==> src/rtl/i2c_xfer_seq_pkg.sv <==
// Shared definitions for the I2C register-transaction sequencer: i2c_master
// command/status bit layout, error codes and FSM state encodings.
package i2c_pkg;

  localparam int C_SZ = 5;
  localparam int S_SZ = 7;

  // Command bit positions and one-hot masks
  localparam int CB_STRT = 0;
  localparam int CB_STOP = 1;
  localparam int CB_READ = 2;
  localparam int CB_WRTE = 3;
  localparam int CB_NACK = 4;

  localparam logic [C_SZ-1:0] C_STRT = 5'b00001;
  localparam logic [C_SZ-1:0] C_STOP = 5'b00010;
  localparam logic [C_SZ-1:0] C_READ = 5'b00100;
  localparam logic [C_SZ-1:0] C_WRTE = 5'b01000;
  localparam logic [C_SZ-1:0] C_NACK = 5'b10000;

  // Status bit positions and one-hot masks
  localparam int SB_DON = 0;
  localparam int SB_ERR = 1;
  localparam int SB_ALO = 2;
  localparam int SB_BBL = 3;
  localparam int SB_ACK = 4;
  localparam int SB_BSY = 5;
  localparam int SB_BBY = 6;

  localparam logic [S_SZ-1:0] S_DON = 7'h01;
  localparam logic [S_SZ-1:0] S_ERR = 7'h02;
  localparam logic [S_SZ-1:0] S_ALO = 7'h04;
  localparam logic [S_SZ-1:0] S_BBL = 7'h08;
  localparam logic [S_SZ-1:0] S_ACK = 7'h10;
  localparam logic [S_SZ-1:0] S_BSY = 7'h20;
  localparam logic [S_SZ-1:0] S_BBY = 7'h40;

  localparam logic [1:0] ERR_OK   = 2'd0;
  localparam logic [1:0] ERR_NACK = 2'd1;
  localparam logic [1:0] ERR_ALO  = 2'd2;
  localparam logic [1:0] ERR_BUSY = 2'd3;

  typedef logic [3:0] state_t;

  localparam state_t ST_IDLE  = 4'd0;
  localparam state_t ST_ADDRW = 4'd1;
  localparam state_t ST_REG   = 4'd2;
  localparam state_t ST_DATW  = 4'd3;
  localparam state_t ST_ADDRR = 4'd4;
  localparam state_t ST_DATR  = 4'd5;
  localparam state_t ST_GAP   = 4'd6;
  localparam state_t ST_WAIT  = 4'd7;
  localparam state_t ST_CHECK = 4'd8;
  localparam state_t ST_STOPC = 4'd9;
  localparam state_t ST_FIN   = 4'd10;

  function automatic logic [7:0] addr_byte(input logic [6:0] dev, input logic rnw);
    return {dev, rnw};
  endfunction

endpackage

==> src/rtl/i2c_xfer_seq_if.sv <==
// Bundle of host request/data signals and i2c_master command/status signals.
// slave = the sequencer's view; master = host plus i2c_master side.
interface i2c_xfer_seq_if #(
  parameter int LEN_W = 4
);
  import i2c_pkg::*;

  logic             req_valid;
  logic             req_ready;
  logic             req_rnw;
  logic [6:0]       req_dev;
  logic [7:0]       req_reg;
  logic [LEN_W-1:0] req_len;
  logic [7:0]       wr_data;
  logic             wr_valid;
  logic             wr_ready;
  logic [7:0]       rd_data;
  logic             rd_valid;
  logic             done;
  logic [1:0]       err;
  logic [C_SZ-1:0]  m_cmd;
  logic             m_ws;
  logic [7:0]       m_dat;
  logic [S_SZ-1:0]  m_stat;
  logic [7:0]       m_dat_in;

  modport slave (
    input  req_valid, req_rnw, req_dev, req_reg, req_len, wr_data, wr_valid, m_stat, m_dat_in,
    output req_ready, wr_ready, rd_data, rd_valid, done, err, m_cmd, m_ws, m_dat
  );

  modport master (
    output req_valid, req_rnw, req_dev, req_reg, req_len, wr_data, wr_valid, m_stat, m_dat_in,
    input  req_ready, wr_ready, rd_data, rd_valid, done, err, m_cmd, m_ws, m_dat
  );

endinterface

==> src/rtl/i2c_xfer_seq.sv <==
// Register-transaction sequencer driving i2c_master's cmd/ws/stat handshake.
// Optional restart on early arbitration/bus errors: define I2C_SEQ_RETRY_EN.
module i2c_xfer_seq
  import i2c_pkg::*;
#(
  parameter int LEN_W   = 4,
  parameter int RETRY_N = 3
) (
  input  logic           clk,
  input  logic           rst_n,
  i2c_xfer_seq_if.slave  bus
);

  state_t          state;
  state_t          phase;
  logic            rnw_q;
  logic [6:0]      dev_q;
  logic [7:0]      reg_q;
  logic [LEN_W-1:0] cnt;
  logic [C_SZ-1:0] cmd_q;
  logic [7:0]      dat_q;
  logic            ws_q;
  logic [7:0]      rd_data_q;
  logic            rd_valid_q;
  logic            done_q;
  logic [1:0]      err_q;
  logic            progress;

`ifdef I2C_SEQ_RETRY_EN
  localparam int RW = $clog2(RETRY_N + 2);
  logic [LEN_W-1:0] len_q;
  logic [RW-1:0]    retry_cnt;
`endif

  logic bus_free;
  logic wr_take;
  logic ck_alo;
  logic ck_err;
  logic ck_nack;
  logic last;
  logic unused_stat;

  assign bus_free = !bus.m_stat[SB_BSY];
  assign wr_take  = (state == ST_DATW) && bus.wr_valid && bus_free;
  assign ck_alo   = |(bus.m_stat & S_ALO);
  assign ck_err   = |(bus.m_stat & (S_ERR | S_BBL));
  assign ck_nack  = cmd_q[CB_WRTE] && !bus.m_stat[SB_ACK];
  assign last     = (cnt == LEN_W'(1));
  assign unused_stat = &{1'b0, bus.m_stat[SB_DON], bus.m_stat[SB_BBY]};

  assign bus.req_ready = (state == ST_IDLE);
  assign bus.wr_ready  = wr_take;
  assign bus.m_cmd     = cmd_q;
  assign bus.m_dat     = dat_q;
  assign bus.m_ws      = ws_q;
  assign bus.rd_data   = rd_data_q;
  assign bus.rd_valid  = rd_valid_q;
  assign bus.done      = done_q;
  assign bus.err       = err_q;

  // NOTE: sequential state uses <= so every branch sees pre-edge values.
  always_ff @(posedge clk or negedge rst_n) begin
    if (!rst_n) begin
      state      <= ST_IDLE;
      phase      <= ST_IDLE;
      rnw_q      <= 1'b0;
      dev_q      <= '0;
      reg_q      <= '0;
      cnt        <= '0;
      cmd_q      <= '0;
      dat_q      <= '0;
      ws_q       <= 1'b0;
      rd_data_q  <= '0;
      rd_valid_q <= 1'b0;
      done_q     <= 1'b0;
      err_q      <= ERR_OK;
      progress   <= 1'b0;
`ifdef I2C_SEQ_RETRY_EN
      len_q      <= '0;
      retry_cnt  <= '0;
`endif
    end else begin
      ws_q       <= 1'b0;
      rd_valid_q <= 1'b0;
      done_q     <= 1'b0;

      case (state)
        ST_IDLE: if (bus.req_valid) begin
          rnw_q    <= bus.req_rnw;
          dev_q    <= bus.req_dev;
          reg_q    <= bus.req_reg;
          cnt      <= bus.req_len;
          err_q    <= ERR_OK;
          progress <= 1'b0;
`ifdef I2C_SEQ_RETRY_EN
          len_q     <= bus.req_len;
          retry_cnt <= '0;
`endif
          // A zero-length read has no legal bus encoding; reject without traffic.
          if (bus.req_rnw && bus.req_len == '0) begin
            err_q <= ERR_BUSY;
            state <= ST_FIN;
          end else begin
            state <= ST_ADDRW;
          end
        end

        ST_ADDRW: if (bus_free) begin
          cmd_q <= C_STRT | C_WRTE;
          dat_q <= addr_byte(dev_q, 1'b0);
          ws_q  <= 1'b1;
          phase <= ST_ADDRW;
          state <= ST_GAP;
        end

        ST_REG: if (bus_free) begin
          cmd_q <= (!rnw_q && cnt == '0) ? (C_WRTE | C_STOP) : C_WRTE;
          dat_q <= reg_q;
          ws_q  <= 1'b1;
          phase <= ST_REG;
          state <= ST_GAP;
        end

        // Staying here without issuing leaves the master idle with SCL low.
        ST_DATW: if (wr_take) begin
          cmd_q    <= last ? (C_WRTE | C_STOP) : C_WRTE;
          dat_q    <= bus.wr_data;
          cnt      <= cnt - LEN_W'(1);
          progress <= 1'b1;
          ws_q     <= 1'b1;
          phase    <= ST_DATW;
          state    <= ST_GAP;
        end

        ST_ADDRR: if (bus_free) begin
          cmd_q <= C_STRT | C_WRTE;
          dat_q <= addr_byte(dev_q, 1'b1);
          ws_q  <= 1'b1;
          phase <= ST_ADDRR;
          state <= ST_GAP;
        end

        ST_DATR: if (bus_free) begin
          cmd_q <= last ? (C_READ | C_NACK | C_STOP) : C_READ;
          cnt   <= cnt - LEN_W'(1);
          ws_q  <= 1'b1;
          phase <= ST_DATR;
          state <= ST_GAP;
        end

        ST_STOPC: if (bus_free) begin
          cmd_q <= C_STOP;
          ws_q  <= 1'b1;
          phase <= ST_STOPC;
          state <= ST_GAP;
        end

        // BSY is only guaranteed one cycle after ws, so skip a cycle first.
        ST_GAP:  state <= ST_WAIT;
        ST_WAIT: if (bus_free) state <= ST_CHECK;

        ST_CHECK: begin
          if (phase == ST_STOPC) begin
            state <= ST_FIN;
          end else if (ck_alo || ck_err) begin
`ifdef I2C_SEQ_RETRY_EN
            if (!progress && retry_cnt < RW'(RETRY_N)) begin
              if (!bus.m_stat[SB_BBY]) begin
                retry_cnt <= retry_cnt + RW'(1);
                cnt       <= len_q;
                state     <= ST_ADDRW;
              end
            end else
`endif
            begin
              // The master has already released the bus: no STOP follows.
              err_q <= ck_alo ? ERR_ALO : ERR_BUSY;
              state <= ST_FIN;
            end
          end else if (ck_nack) begin
            err_q <= ERR_NACK;
            state <= ST_STOPC;
          end else begin
            case (phase)
              ST_ADDRW: state <= ST_REG;
              ST_REG:   state <= rnw_q ? ST_ADDRR : ((cnt == '0) ? ST_FIN : ST_DATW);
              ST_DATW:  state <= (cnt == '0) ? ST_FIN : ST_DATW;
              ST_ADDRR: state <= ST_DATR;
              ST_DATR: begin
                rd_data_q  <= bus.m_dat_in;
                rd_valid_q <= 1'b1;
                progress   <= 1'b1;
                state      <= (cnt == '0) ? ST_FIN : ST_DATR;
              end
              default:  state <= ST_FIN;
            endcase
          end
        end

        ST_FIN: begin
          done_q <= 1'b1;
          state  <= ST_IDLE;
        end

        default: state <= ST_IDLE;
      endcase
    end
  end

endmodule

==> src/flat_wrapper.sv <==
// flat-port wrapper written by rule: the top's interface ports become plain ports
module i2c_xfer_seq_flat import i2c_pkg::*;
#(
  parameter int LEN_W   = 4,
  parameter int RETRY_N = 3
)
  (clk, rst_n, bus_req_valid, bus_req_rnw, bus_req_dev, bus_req_reg, bus_req_len, bus_wr_data, bus_wr_valid, bus_m_stat, bus_m_dat_in, bus_req_ready, bus_wr_ready, bus_rd_data, bus_rd_valid, bus_done, bus_err, bus_m_cmd, bus_m_ws, bus_m_dat);
  i2c_xfer_seq_if #(.LEN_W(LEN_W)) bus_i ();
  input  logic clk;
  input  logic rst_n;
  input wire logic [$bits(bus_i.req_valid)-1:0] bus_req_valid;
  input wire logic [$bits(bus_i.req_rnw)-1:0] bus_req_rnw;
  input wire logic [$bits(bus_i.req_dev)-1:0] bus_req_dev;
  input wire logic [$bits(bus_i.req_reg)-1:0] bus_req_reg;
  input wire logic [$bits(bus_i.req_len)-1:0] bus_req_len;
  input wire logic [$bits(bus_i.wr_data)-1:0] bus_wr_data;
  input wire logic [$bits(bus_i.wr_valid)-1:0] bus_wr_valid;
  input wire logic [$bits(bus_i.m_stat)-1:0] bus_m_stat;
  input wire logic [$bits(bus_i.m_dat_in)-1:0] bus_m_dat_in;
  output wire logic [$bits(bus_i.req_ready)-1:0] bus_req_ready;
  output wire logic [$bits(bus_i.wr_ready)-1:0] bus_wr_ready;
  output wire logic [$bits(bus_i.rd_data)-1:0] bus_rd_data;
  output wire logic [$bits(bus_i.rd_valid)-1:0] bus_rd_valid;
  output wire logic [$bits(bus_i.done)-1:0] bus_done;
  output wire logic [$bits(bus_i.err)-1:0] bus_err;
  output wire logic [$bits(bus_i.m_cmd)-1:0] bus_m_cmd;
  output wire logic [$bits(bus_i.m_ws)-1:0] bus_m_ws;
  output wire logic [$bits(bus_i.m_dat)-1:0] bus_m_dat;
  assign bus_i.req_valid = bus_req_valid;
  assign bus_i.req_rnw = bus_req_rnw;
  assign bus_i.req_dev = bus_req_dev;
  assign bus_i.req_reg = bus_req_reg;
  assign bus_i.req_len = bus_req_len;
  assign bus_i.wr_data = bus_wr_data;
  assign bus_i.wr_valid = bus_wr_valid;
  assign bus_i.m_stat = bus_m_stat;
  assign bus_i.m_dat_in = bus_m_dat_in;
  assign bus_req_ready = bus_i.req_ready;
  assign bus_wr_ready = bus_i.wr_ready;
  assign bus_rd_data = bus_i.rd_data;
  assign bus_rd_valid = bus_i.rd_valid;
  assign bus_done = bus_i.done;
  assign bus_err = bus_i.err;
  assign bus_m_cmd = bus_i.m_cmd;
  assign bus_m_ws = bus_i.m_ws;
  assign bus_m_dat = bus_i.m_dat;
  i2c_xfer_seq #(.LEN_W(LEN_W), .RETRY_N(RETRY_N)) u_core (.clk(clk), .rst_n(rst_n), .bus(bus_i));
endmodule
==> config.mk <==
export PLATFORM = sky130hd
export DESIGN_NAME = i2c_xfer_seq_flat
export DESIGN_NICKNAME = d
export VERILOG_FILES = /design/src/rtl/i2c_xfer_seq_pkg.sv /design/src/rtl/i2c_xfer_seq_if.sv /design/src/rtl/i2c_xfer_seq.sv /design/src/flat_wrapper.sv
export SDC_FILE = /design/constraint.sdc
export NUM_CORES = 1
export LEC_CHECK = 0
export BUFFER_PORTS_ARGS = -buffer_cell sky130_fd_sc_hd__buf_2
export CAP_MARGIN = 20
export CORE_MARGIN = 1
export CORE_UTILIZATION = 50
export CTS_CLUSTER_SIZE = 12
export DETAILED_ROUTE_END_ITERATION = 6
export GPL_ROUTABILITY_DRIVEN = 0
export PLACE_DENSITY = 0.86
export SYNTH_ARGS = -nofsm -noshare
export SYNTH_HDL_FRONTEND = slang
export SYNTH_SLANG_ARGS = --single-unit
==> constraint.sdc <==
create_clock -name clk -period 3 [get_ports clk]
set_input_delay 0.15 -clock clk [delete_from_list [all_inputs] [get_ports clk]]
set_output_delay 0.15 -clock clk [all_outputs]
set_load 0.02 [all_outputs]
* Yosys cells after proc, flatten, opt, wreduce, memory -nomap -nowiden *
Index checks and enable logic that the tools add are counted.

cells by class
  $add $sub $neg = 1
  eq/ne operators = 29
  muxes and demuxes = 54
  bitwise logic cells = 3
  reductions and logical operators = 28

operators with widths
  cell                                                  count
  2-to-1 mux 4 bit                                      20
  one-hot mux 4 bit (6 select lines)                    2
  2-to-1 mux 8 bit                                      4
  one-hot mux 8 bit (4 select lines)                    1
  2-to-1 mux 5 bit                                      6
  one-hot mux 5 bit (5 select lines)                    1
  equality test 4 x 3 -> 1 bit (second input constant)  6
  != test 2 bit (second input constant)                 11
  one-hot mux 4 bit (5 select lines)                    1
  equality test 4 x 2 -> 1 bit (second input constant)  4
  equality test 4 bit (second input constant)           4
  2-to-1 mux 2 bit                                      7
  equality test 4 x 1 -> 1 bit (second input constant)  3
  zero test 4 bit                                       3
  one-hot mux 4 bit (3 select lines)                    1
  AND reduction 4 bit                                   3
  AND reduction 5 bit                                   2
  2-to-1 mux 1 bit                                      9
  AND reduction 7 bit                                   1
  AND reduction 6 bit                                   1
  nonzero test 6 bit                                    1
  logical AND 1 bit                                     5
  nonzero test 5 bit                                    1
  OR reduction 5 bit                                    1
  12 further kinds                                      17

word-level totals
  register bits after elaboration = 54
  bits of input ports = 47

* Longest topological paths before layout *
Gate-level depths: netlist (run 1).

  word-level depth = 8
  depth in mapped cells = 8
  mapped depth without buffers = 6

* Worst setup path before layout (run 1) *
OpenSTA, ideal clock, no wires.

  path kind = register -> register
  start point = register u_core.state[0]
  end point = register u_core.dev_q[4]
  setup time = 0.125 ns
  data arrival time = 1.770 ns
  setup slack = 1.106 ns
  stages on the path, launching flop included = 7
  buffers on the path = 2
  cells stage by stage = dfrtp_1 -> buf_6 -> or3_1 -> nor2_2 -> nand2_2 -> buf_2 -> mux2_2

on the way
  cells in the longest elaborated chain, start to end = 2

RTL lines
  what                           line                 source
  start, declared                i2c_xfer_seq.sv:14   state_t state;
  start signal, assigned         i2c_xfer_seq.sv:186  ST_REG: state <= rnw_q ? ST_ADDRR : ((cnt == '0) ? ST_FIN : ST_DATW);
  start signal, assigned         i2c_xfer_seq.sv:187  ST_DATW: state <= (cnt == '0) ? ST_FIN : ST_DATW;
  start signal, assigned         i2c_xfer_seq.sv:193  state <= (cnt == '0) ? ST_FIN : ST_DATR;
  zero test 4 bit                -
  named net bus_req_ready        flat_wrapper.sv:20   output wire logic [$bits(bus_i.req_ready)-1:0] bus_req_ready;
  AND reduction 2 bit (no line)  -
  end signal, assigned           i2c_xfer_seq.sv:90   dev_q <= bus.req_dev;
  end, declared                  i2c_xfer_seq.sv:17   logic [6:0] dev_q;

The timed path passes the listed nets, and every way through them passes these cells.
A chain may end at the register's enable or synchronous reset.

* Worst setup path after layout (run 1) *
  start point = register u_core.state[0]
  end point = register u_core.cnt[1]

on the way
  cells in the longest elaborated chain, start to end = 5
  elaborated cells between the ends (all ways) = 11

RTL lines
  what                             line                                    source
  equality test 4 x 2 -> 1 bit     i2c_xfer_seq.sv:44, i2c_xfer_seq.sv:87
  logical AND 1 bit (2 in series)  i2c_xfer_seq.sv:44                      assign wr_take = (state == ST_DATW) && bus.wr_valid && bus_free;
  != test 2 bit (no line)          -
  AND reduction 4 bit (no line)    -
  end signal, assigned             i2c_xfer_seq.sv:92                      cnt <= bus.req_len;
  end signal, assigned             i2c_xfer_seq.sv:128                     cnt <= cnt - LEN_W'(1);
  end signal, assigned             i2c_xfer_seq.sv:145                     cnt <= cnt - LEN_W'(1);
  end, declared                    i2c_xfer_seq.sv:19                      logic [LEN_W-1:0] cnt;

Parallel ways exist; a longest one is shown, timed or not.

==> flow_summary.toml, run 1 <==
[status]
outcome = "complete, no violations"

[cells_and_area]
final_nets = 391
area_growth_pct = 16.52
layoutNonFillerInstCount = 415
layout_common_cells = "buf_2 (72), dfrtp_1 (54), mux2_2 (35)"
layout_commonest_cell = "buf_2"
drive_gt1_share_pct = 36.73
diodes = 0

[global_route]
grt_start_max_net_pins = 39
grt_pass1_vias = 2281
globalRouteOverflowTotal = 0
grt_first_pass_wirelength_um = 10230
grt_usage_pct = 21.64
antenna_found_initial = 0

[logic_synthesis]
synth_warnings = 0
synth_fp_nets = 326
synth_edf_count = 0
ys_async_sr_fraction_pct = 100.0
synth_ff_type = "dfrtp_1"
syn_inst = 277
ys_seq_elements = 54
synthesis.area_um2 = 2885
synth.avg_cell_area_um2 = 10.42
synth_seq_area_share_pct = 46.83
ys_types = 54

[sta]
period_minus_slack_ns = 2.399
hold_viol = 0
worst_pin_slew_ns = 0.9103
fin_crit_sh_pct = 79.95
grt_setup_unrepaired = "false"
skew_ns = 0.005562
slew_viol_final = 0
relSlewSlack_pct = 38.75
setup_tns_ns = 0
setup_violations = 0
fmax_mhz = 416.9

[die]
io_pins = 75
dieArea_um2 = 6079
die_w_um = 77.97
die_h_um = 77.97
rows = 27
fp.coreArea_um2 = 5540
initial_utilization_pct = 52.08

[route]
dr.pass1.iters = 5
via_per_inst = 5.737
wire_per_inst_um = 14.80
routed_wl_um = 6144
num_vias = 2381
drc = 0
postRouteAntennaNets = 0
dr.first_iter.drc_count = 155

[pwr]
power.switching_mw = 1.234
combPwrFrac_pct = 43.9
max-vdd-ir-drop_mv = 0.4905
switching_share_pct = 41.25
internal_power_mw = 1.758
p_leak_nw = 1.624
clkPwrFrac_pct = 13.1
seqPwrFrac_pct = 43.0
power.density_nw_per_um2 = 890.1

[job]
maxCapViolCount = 0

[clock_network]
cts_buffers = 5
clock_latency_ns = 0.31
cts.sinks = 54
clkTransAtPathRegs_ns = 0.09
htree_levels = 2
cts_root_buf = "clkbuf_8"
cts_tree = "done"
cts_buffer_depth = 2

[critical_path]
cp-end-kind = "register"
cp_max_fo = 19
crit_type = "reg -> reg"
worstPathArrival_ns = 2.60
cp_data_required_time_ns = 3.20
worstSetupStartpointType = "register"

[place]
numPortBuffers = 72
dp_hpwl_um = 4555
dp_cells = 406

[min_path]
hold_class = "in -> reg"
[logic make-up (layout without fill, tap and decap cells)]
| logic type | Yosys count | count (layout) | synth area share, % |
|---|---|---|---|
| simple gates | 80 | 80 | 14.09 |
| compound gates | 70 | 70 | 16.74 |
| flops | 54 | 54 | 46.83 |
| mux | 43 | 43 | 16.44 |
| buf+inv | 25 | 91 | 4.120 |
| xor+xnor | 3 | 3 | 0.9108 |
| fa+ha+maj | 2 | 2 | 0.8672 |
[cells in the mapped netlist (6+ instances only)]
master    number  area [µm²]
a21oi_1       19       95.09
buf_2          8       40.04
clkbuf_1       6       22.52
dfrtp_1       54        1351
inv_1          7       26.28
mux2_2        35       394.1
mux2i_1        8       80.08
nand2_1       20       75.07
nand2b_1       7       43.79
nor2_1        22       82.58
nor3_1         6       30.03
o21ai_0       17       85.08
[power by group through the flow]
| stage | logic [mW] | clock network, mW | registers, mW |
|---|---|---|---|
| final | 1.31 | 0.391 | 1.29 |
| after global routing | 1.46 | 0.438 | 1.33 |
| after CTS | 1.32 | 0.405 | 1.28 |
| after detailed placement | 1.31 | 0 | 1.30 |
| after global placement | 1.26 | 0 | 1.28 |
| after floorplan | 1.03 | 0 | 1.24 |
[final timing paths]
path / startpoint / to / slack, ns / depth (start not counted)
worst max-delay path: u_core.state[0] / u_core.cnt[1] / 0.60 / 5
worst min-delay path: bus_req_dev[5] / u_core.dev_q[5] / 0.07 / 2
worst max register to register: u_core.state[0] / u_core.cnt[1] / 0.60 / 5
worst min register to register: u_core.bus.m_cmd[4] / u_core.bus.m_cmd[4] / 0.50 / 2
max in group asynchronous: rst_n / u_core.bus.rd_data[0] / 1.79 / 3
min in group asynchronous: rst_n / u_core.reg_q[5] / 0.47 / 2
[routing by layer]
metal | wire length (µm) | part of all wire (%) | vias to the layer above | GRT usage (%)
met1 | 2510 | 41 | 1126 | 25.23
met2 | 3064 | 50 | 104 | 38.94
met4 | 106 | 1.7 | 0 | 7.407
met3 | 463 | 7.5 | 15 | 4.941
li1 | - | - | 1136 | -
met5 | 0 | 0 | - | 0
[flip-flops by register name, summed over array words and instances, names as in the netlist]
register             count
u_core.bus.done          1
u_core.bus.err           2
u_core.bus.m_cmd         5
u_core.bus.m_dat         8
u_core.bus.m_ws          1
u_core.bus.rd_data       8
u_core.bus.rd_valid      1
u_core.cnt               4
u_core.dev_q             7
u_core.phase             4
u_core.reg_q             8
u_core.rnw_q             1
u_core.state             4
[repair_timing]
item                      in CTS  in global routing
hold buffers                   1                  0
setup buffers                  0                  0
gates resized for setup        0                  0
hold endpoints to repair      37                  0
[final cells by class]
type	instances	area, µm²
Fill cell	491	2178
Multi-Input combinational cell	198	1415
Sequential cell	54	1351
Timing Repair Buffer	76	392.9
Tap cell	72	90.09
Clock buffer	6	72.57
Inverter	7	26.28
Clock inverter	2	13.76
[through the flow]
step                total power [mW]  instance area, µm²  hold WS, ns  worst slack (ns)  utilization [%]
CTS                            3.005                3362      0.06042            0.6080            60.68
global placement               2.542                3266       0.2968            0.6800            58.94
global route                   3.222                3362      0.04817            0.4445            60.68
finish                         2.993                3362      0.06610            0.6015            60.68
detailed placement             2.607                3266       0.2910            0.6386            58.94
floorplan                      2.269                2885      -0.1456             1.106                -
[critical path, stage by stage, from the launching register on]
cell and delay [ns]:
dfrtp_1 0.83, buf_4 0.30, nor2_1 0.11, o2bb2ai_1 0.17
o211ai_1 0.48, mux2_2 0.40
Note: power is estimated with default switching activity, not from simulation.
==> run 2: changes to the inputs <==
- clock period: 3 -> 2.39 ns (I/O delays scaled with it)
==> run 2 against run 1 <==
Net effect:
- design area rose by 2.9%
- total power increased by 33%
- register-to-register slack worse by 0.35 ns
- critical path type unchanged
- largest cell class unchanged
==> flow_summary.toml, run 2 (synthesized netlist as in run 1, its figures left out) <==
[sta]
period_minus_slack_ns = 2.138
grt_setup_unrepaired = "false"
setup_violations = 0
relSlewSlack_pct = 58.46
slew_viol_final = 0
setup_tns_ns = 0
fin_crit_sh_pct = 89.46
fmax_mhz = 467.7
worst_pin_slew_ns = 0.6231
skew_ns = 0.009149
hold_viol = 0

[cells_and_area]
final_nets = 401
multi_input_area_um2 = 1415
regArea_um2 = 1351
utilization_pct = 62.42
area_growth_pct = 19.86
fillers = 467
layout_commonest_cell = "buf_2"
diodes = 0
layout_common_cells = "buf_2 (72), dfrtp_1 (54), mux2_2 (35)"
drive_gt1_share_pct = 38.64
layoutNonFillerInstCount = 424

[route]
num_vias = 2400
drc = 0
dr.pass1.iters = 4
routed_wl_um = 6498
wire_per_inst_um = 15.33
via_per_inst = 5.660
postRouteAntennaNets = 0
dr.first_iter.drc_count = 117

[global_route]
antenna_found_initial = 0
globalRouteOverflowTotal = 0
grt_pass1_vias = 2467
grt_start_max_net_pins = 22
grt_first_pass_wirelength_um = 10980
grt_usage_pct = 23.34

[die]
dieArea_um2 = 6079
die_w_um = 77.97
initial_utilization_pct = 52.08
rows = 27
io_pins = 75
die_h_um = 77.97
fp.coreArea_um2 = 5540

[place]
dp_hpwl_um = 4932
dp_cells = 416
numPortBuffers = 72

[critical_path]
rr_startpoint = "u_core.state[1]"
timing.critical_path.from = "u_core.state[1]"
worstPathArrival_ns = 2.34
reg2reg_depth = 5
worstSetupStartpointType = "register"
crit_type = "reg -> reg"
cp_max_fo = 21
cp_data_required_time_ns = 2.59
cp-end-kind = "register"

[clock_network]
clock_latency_ns = 0.32
cts_buffer_depth = 2
htree_levels = 2
cts.sinks = 54
clkTransAtPathRegs_ns = 0.10
ctsResizeCount = 0
cts_root_buf = "clkbuf_8"
cts_tree = "done"
cts_buffers = 5

[status]
outcome = "complete, no violations"

[pwr]
seqPwrFrac_pct = 39.4
switching_share_pct = 40.26
clkPwrFrac_pct = 15.3
p_leak_nw = 1.681
power.density_nw_per_um2 = 1147
internal_power_mw = 2.369
power.switching_mw = 1.596
max-vdd-ir-drop_mv = 0.7413
combPwrFrac_pct = 45.3

[min_path]
hold_path_depth = 2
hold_class = "in -> reg"
min_from = "bus_req_reg[3]"

[job]
maxCapViolCount = 0
==> run 2: cell types whose count changed in the layout (fill, tap and decap cells not counted) <==
| cell | change |
|---|---|
| clkbuf_1 | -1 |
| bufinv_16 | +1 |
| buf_4 | +10 |
| clkinv_2 | -1 |
==> run 2: worst paths after layout <==
path	end	slack, ns
max	u_core.bus.m_dat[4]	0.25
min	u_core.reg_q[3]	0.02
max reg2reg	u_core.bus.m_dat[4]	0.25
min reg2reg	u_core.bus.m_cmd[4]	0.49
max in group asynchronous	u_core.bus.rd_data[0]	1.47
min in group asynchronous	u_core.dev_q[3]	0.28
==> run 2: cell type report <==
cell class              count  area share, %
flip-flops and latches     54          39.07
clock buffers               5          1.990
inverters                   7         0.7598
well taps                  72          2.605
clock inverters             2          1.122
repair buffers             86          13.53
multi-input cells         198          40.92
==> run 2: repair_timing <==
| action | in CTS | in global routing |
|---|---|---|
| endpoints found under the hold margin | 18 | 0 |
| hold buffers | 1 | 0 |
| buffers inserted | 0 | 0 |
==> run 2: layer usage <==
metal  vias to the layer above  track usage [%]  share of wire [%]  wire length (µm)
met5                         -                0                  0                 0
met4                         0            10.93                2.2               144
met3                        16            6.588                5.5               356
met2                        77            40.00                 50              3272
met1                      1150            26.93                 42              2725
li1                       1157                -                  -                 -
==> run 2: power groups by stage <==
stage                     registers [mW]  logic, mW  clock network [mW]
after floorplan                     1.56       1.29                   0
after global placement              1.55       1.72                   0
after detailed placement            1.57       1.79                   0
after CTS                           1.55       1.80               0.619
after global routing                1.60       1.98               0.661
final                               1.56       1.80               0.607
==> run 2: critical path, cell delays in order (launching register included) <==
cell and delay [ns]:
dfrtp_1 0.75, inv_1 0.11, o21ai_0 0.19, a22o_1 0.18, o41a_1 0.41, mux2_2 0.39
==> run 2: metrics by stage <==
step           setup slack, ns  total power, mW  area, µm²  hold slack [ns]
5_1_grt                0.06181            4.249       3458          0.01309
4_1_cts                 0.2636            3.974       3458          0.02108
3_3_place_gp            0.3438            3.263       3341          0.09488
2_1_floorplan           0.4958            2.848       2885          -0.1761
3_5_place_dp            0.2953            3.360       3341          0.09404
6_report                0.2519            3.966       3458          0.02461
==> run 3: changes to the inputs <==
- PLACE_DENSITY: 0.86 -> 0.76
==> run 3 against run 2 <==
Net effect:
- cell count decreased by 0.24%
- combinational power fell by 2%
- wire length is 3.6% lower
==> flow_summary.toml, run 3 (synthesized netlist as in run 1, its figures left out) <==
[sta]
hold_viol = 0
grt_setup_unrepaired = "false"
setup_ws_ns = 0.2365
period_minus_slack_ns = 2.154
fin_crit_sh_pct = 90.11
setup_tns_ns = 0
skew_ns = 0.004243
fmax_mhz = 464.4
setup_violations = 0
worst_pin_slew_ns = 0.6362
relSlewSlack_pct = 57.59
slew_viol_final = 0

[min_path]
hold_class = "in -> reg"
worstHoldEndpoint = "u_core.reg_q[2]"
hold_path_depth = 2
min_from = "bus_req_reg[2]"

[pwr]
max-vdd-ir-drop_mv = 0.6439
power.switching_mw = 1.578
internal_power_mw = 2.289
clkPwrFrac_pct = 14.2
seqPwrFrac_pct = 40.3
power.density_nw_per_um2 = 1126
combPwrFrac_pct = 45.5
p_leak_nw = 1.665
switching_share_pct = 40.81

[place]
dp_hpwl_um = 4735
pre_cts_ws_ns = 0.2674
numPortBuffers = 72

[global_route]
grt_usage_pct = 23.06
grt_pass1_vias = 2339
grt_start_max_net_pins = 42
globalRouteOverflowTotal = 0
antenna_found_initial = 0
grt_first_pass_wirelength_um = 10930

[clock_network]
cts.sinks = 54
ctsResizeCount = 0
clock_latency_ns = 0.31
cts_buffer_depth = 2
cts_tree = "done"
htree_levels = 2
cts_root_buf = "clkbuf_8"
clkTransAtPathRegs_ns = 0.10
cts_buffers = 5

[cells_and_area]
drive_gt1_share_pct = 38.46
final_nets = 399
area_growth_pct = 19.04
layout_common_cells = "buf_2 (72), dfrtp_1 (54), mux2_2 (35)"
diodes = 0
layout_commonest_cell = "buf_2"

[critical_path]
cp_max_fo = 21
cp-end-kind = "register"
rrSetupSlack_ns = 0.24
worstSetupStartpointType = "register"
rr_startpoint = "u_core.state[1]"
crit_type = "reg -> reg"
worstPathArrival_ns = 2.36
reg2reg_depth = 5
cp_data_required_time_ns = 2.60
r2r-end = "u_core.bus.m_dat[3]"

[status]
outcome = "complete, no violations"

[job]
maxCapViolCount = 0

[route]
wire_per_inst_um = 14.81
routed_wl_um = 6266
drc = 0
dr.pass1.iters = 4
via_per_inst = 5.586
num_vias = 2363
dr.first_iter.drc_count = 94
postRouteAntennaNets = 0

[die]
dieArea_um2 = 6079
die_h_um = 77.97
initial_utilization_pct = 52.08
fp.coreArea_um2 = 5540
io_pins = 75
die_w_um = 77.97
rows = 27
==> run 3: cell types whose count changed in the layout (fill, tap and decap cells not counted), sizes merged <==
| cell | delta |
|---|---|
| buf | -2 |
| bufinv | -1 |
| clkbuf | +1 |
| clkinv | -1 |
| clkinvlp | +1 |
| inv | +1 |
==> run 3: repair_timing <==
action,in CTS,in global routing
hold endpoints to repair,13,0
hold buffers,1,0
setup buffers,0,0
==> run 3: how the worst max path moves through the flow <==
stage	startpoint	end	slack, ns	cells after the start
global route	u_core.state[1]	u_core.cnt[0]	0.06	5
CTS	u_core.state[1]	u_core.bus.m_dat[5]	0.25	5
finish	u_core.state[1]	u_core.bus.m_dat[3]	0.24	5
global placement	u_core.state[1]	u_core.bus.m_dat[3]	0.31	5
detailed placement	u_core.state[1]	u_core.bus.m_dat[5]	0.27	5
floorplan	u_core.state[0]	u_core.dev_q[4]	0.50	6
==> run 3: critical path, cell delays in order (launching register included) <==
cell     delay [ns]
dfrtp_1        0.76
inv_1          0.11
o21ai_0        0.20
a22o_1         0.18
o41a_1         0.41
mux2_2         0.39
==> run 3: stage by stage <==
stage / util (%) / instances / hold WS, ns / cell area, µm² / total power [mW]
2_1_floorplan: - / 277 / -0.1761 / 2885 / 2.848
3_3_place_gp: 60.03 / 414 / 0.03072 / 3326 / 3.275
3_5_place_dp: 60.03 / 414 / 0.04065 / 3326 / 3.342
4_1_cts: 61.99 / 423 / 0.01478 / 3435 / 3.896
5_1_grt: 61.99 / 423 / 0.02304 / 3435 / 4.179
6_report: 61.99 / 423 / 0.02950 / 3435 / 3.867
==> run 3: power by group through the flow <==
stage	Sequential [mW]	Clock [mW]	Combinational, mW
5_1_grt	1.61	0.598	1.97
4_1_cts	1.56	0.566	1.77
3_5_place_dp	1.57	0	1.77
3_3_place_gp	1.55	0	1.72
2_1_floorplan	1.56	0	1.29
6_report	1.56	0.549	1.76
==> run 3: final cells by class <==
| class | count | area [µm²] |
|---|---|---|
| clock buffer | 6 | 82.58 |
| clock inverter | 2 | 16.27 |
| sequential | 54 | 1351 |
| multi-input combinational | 198 | 1415 |
| fill | 513 | 2106 |
| inverter | 7 | 26.28 |
| timing repair buffer | 84 | 452.9 |
| tap | 72 | 90.09 |
==> run 3: metal layers <==
| layer | routed length, µm | track usage [%] | vias up |
|---|---|---|---|
| met4 | 91 | 9.074 | 0 |
| met5 | 0 | 0 | - |
| li1 | - | - | 1151 |
| met2 | 2962 | 36.64 | 78 |
| met3 | 368 | 5.059 | 9 |
| met1 | 2844 | 30.72 | 1125 |
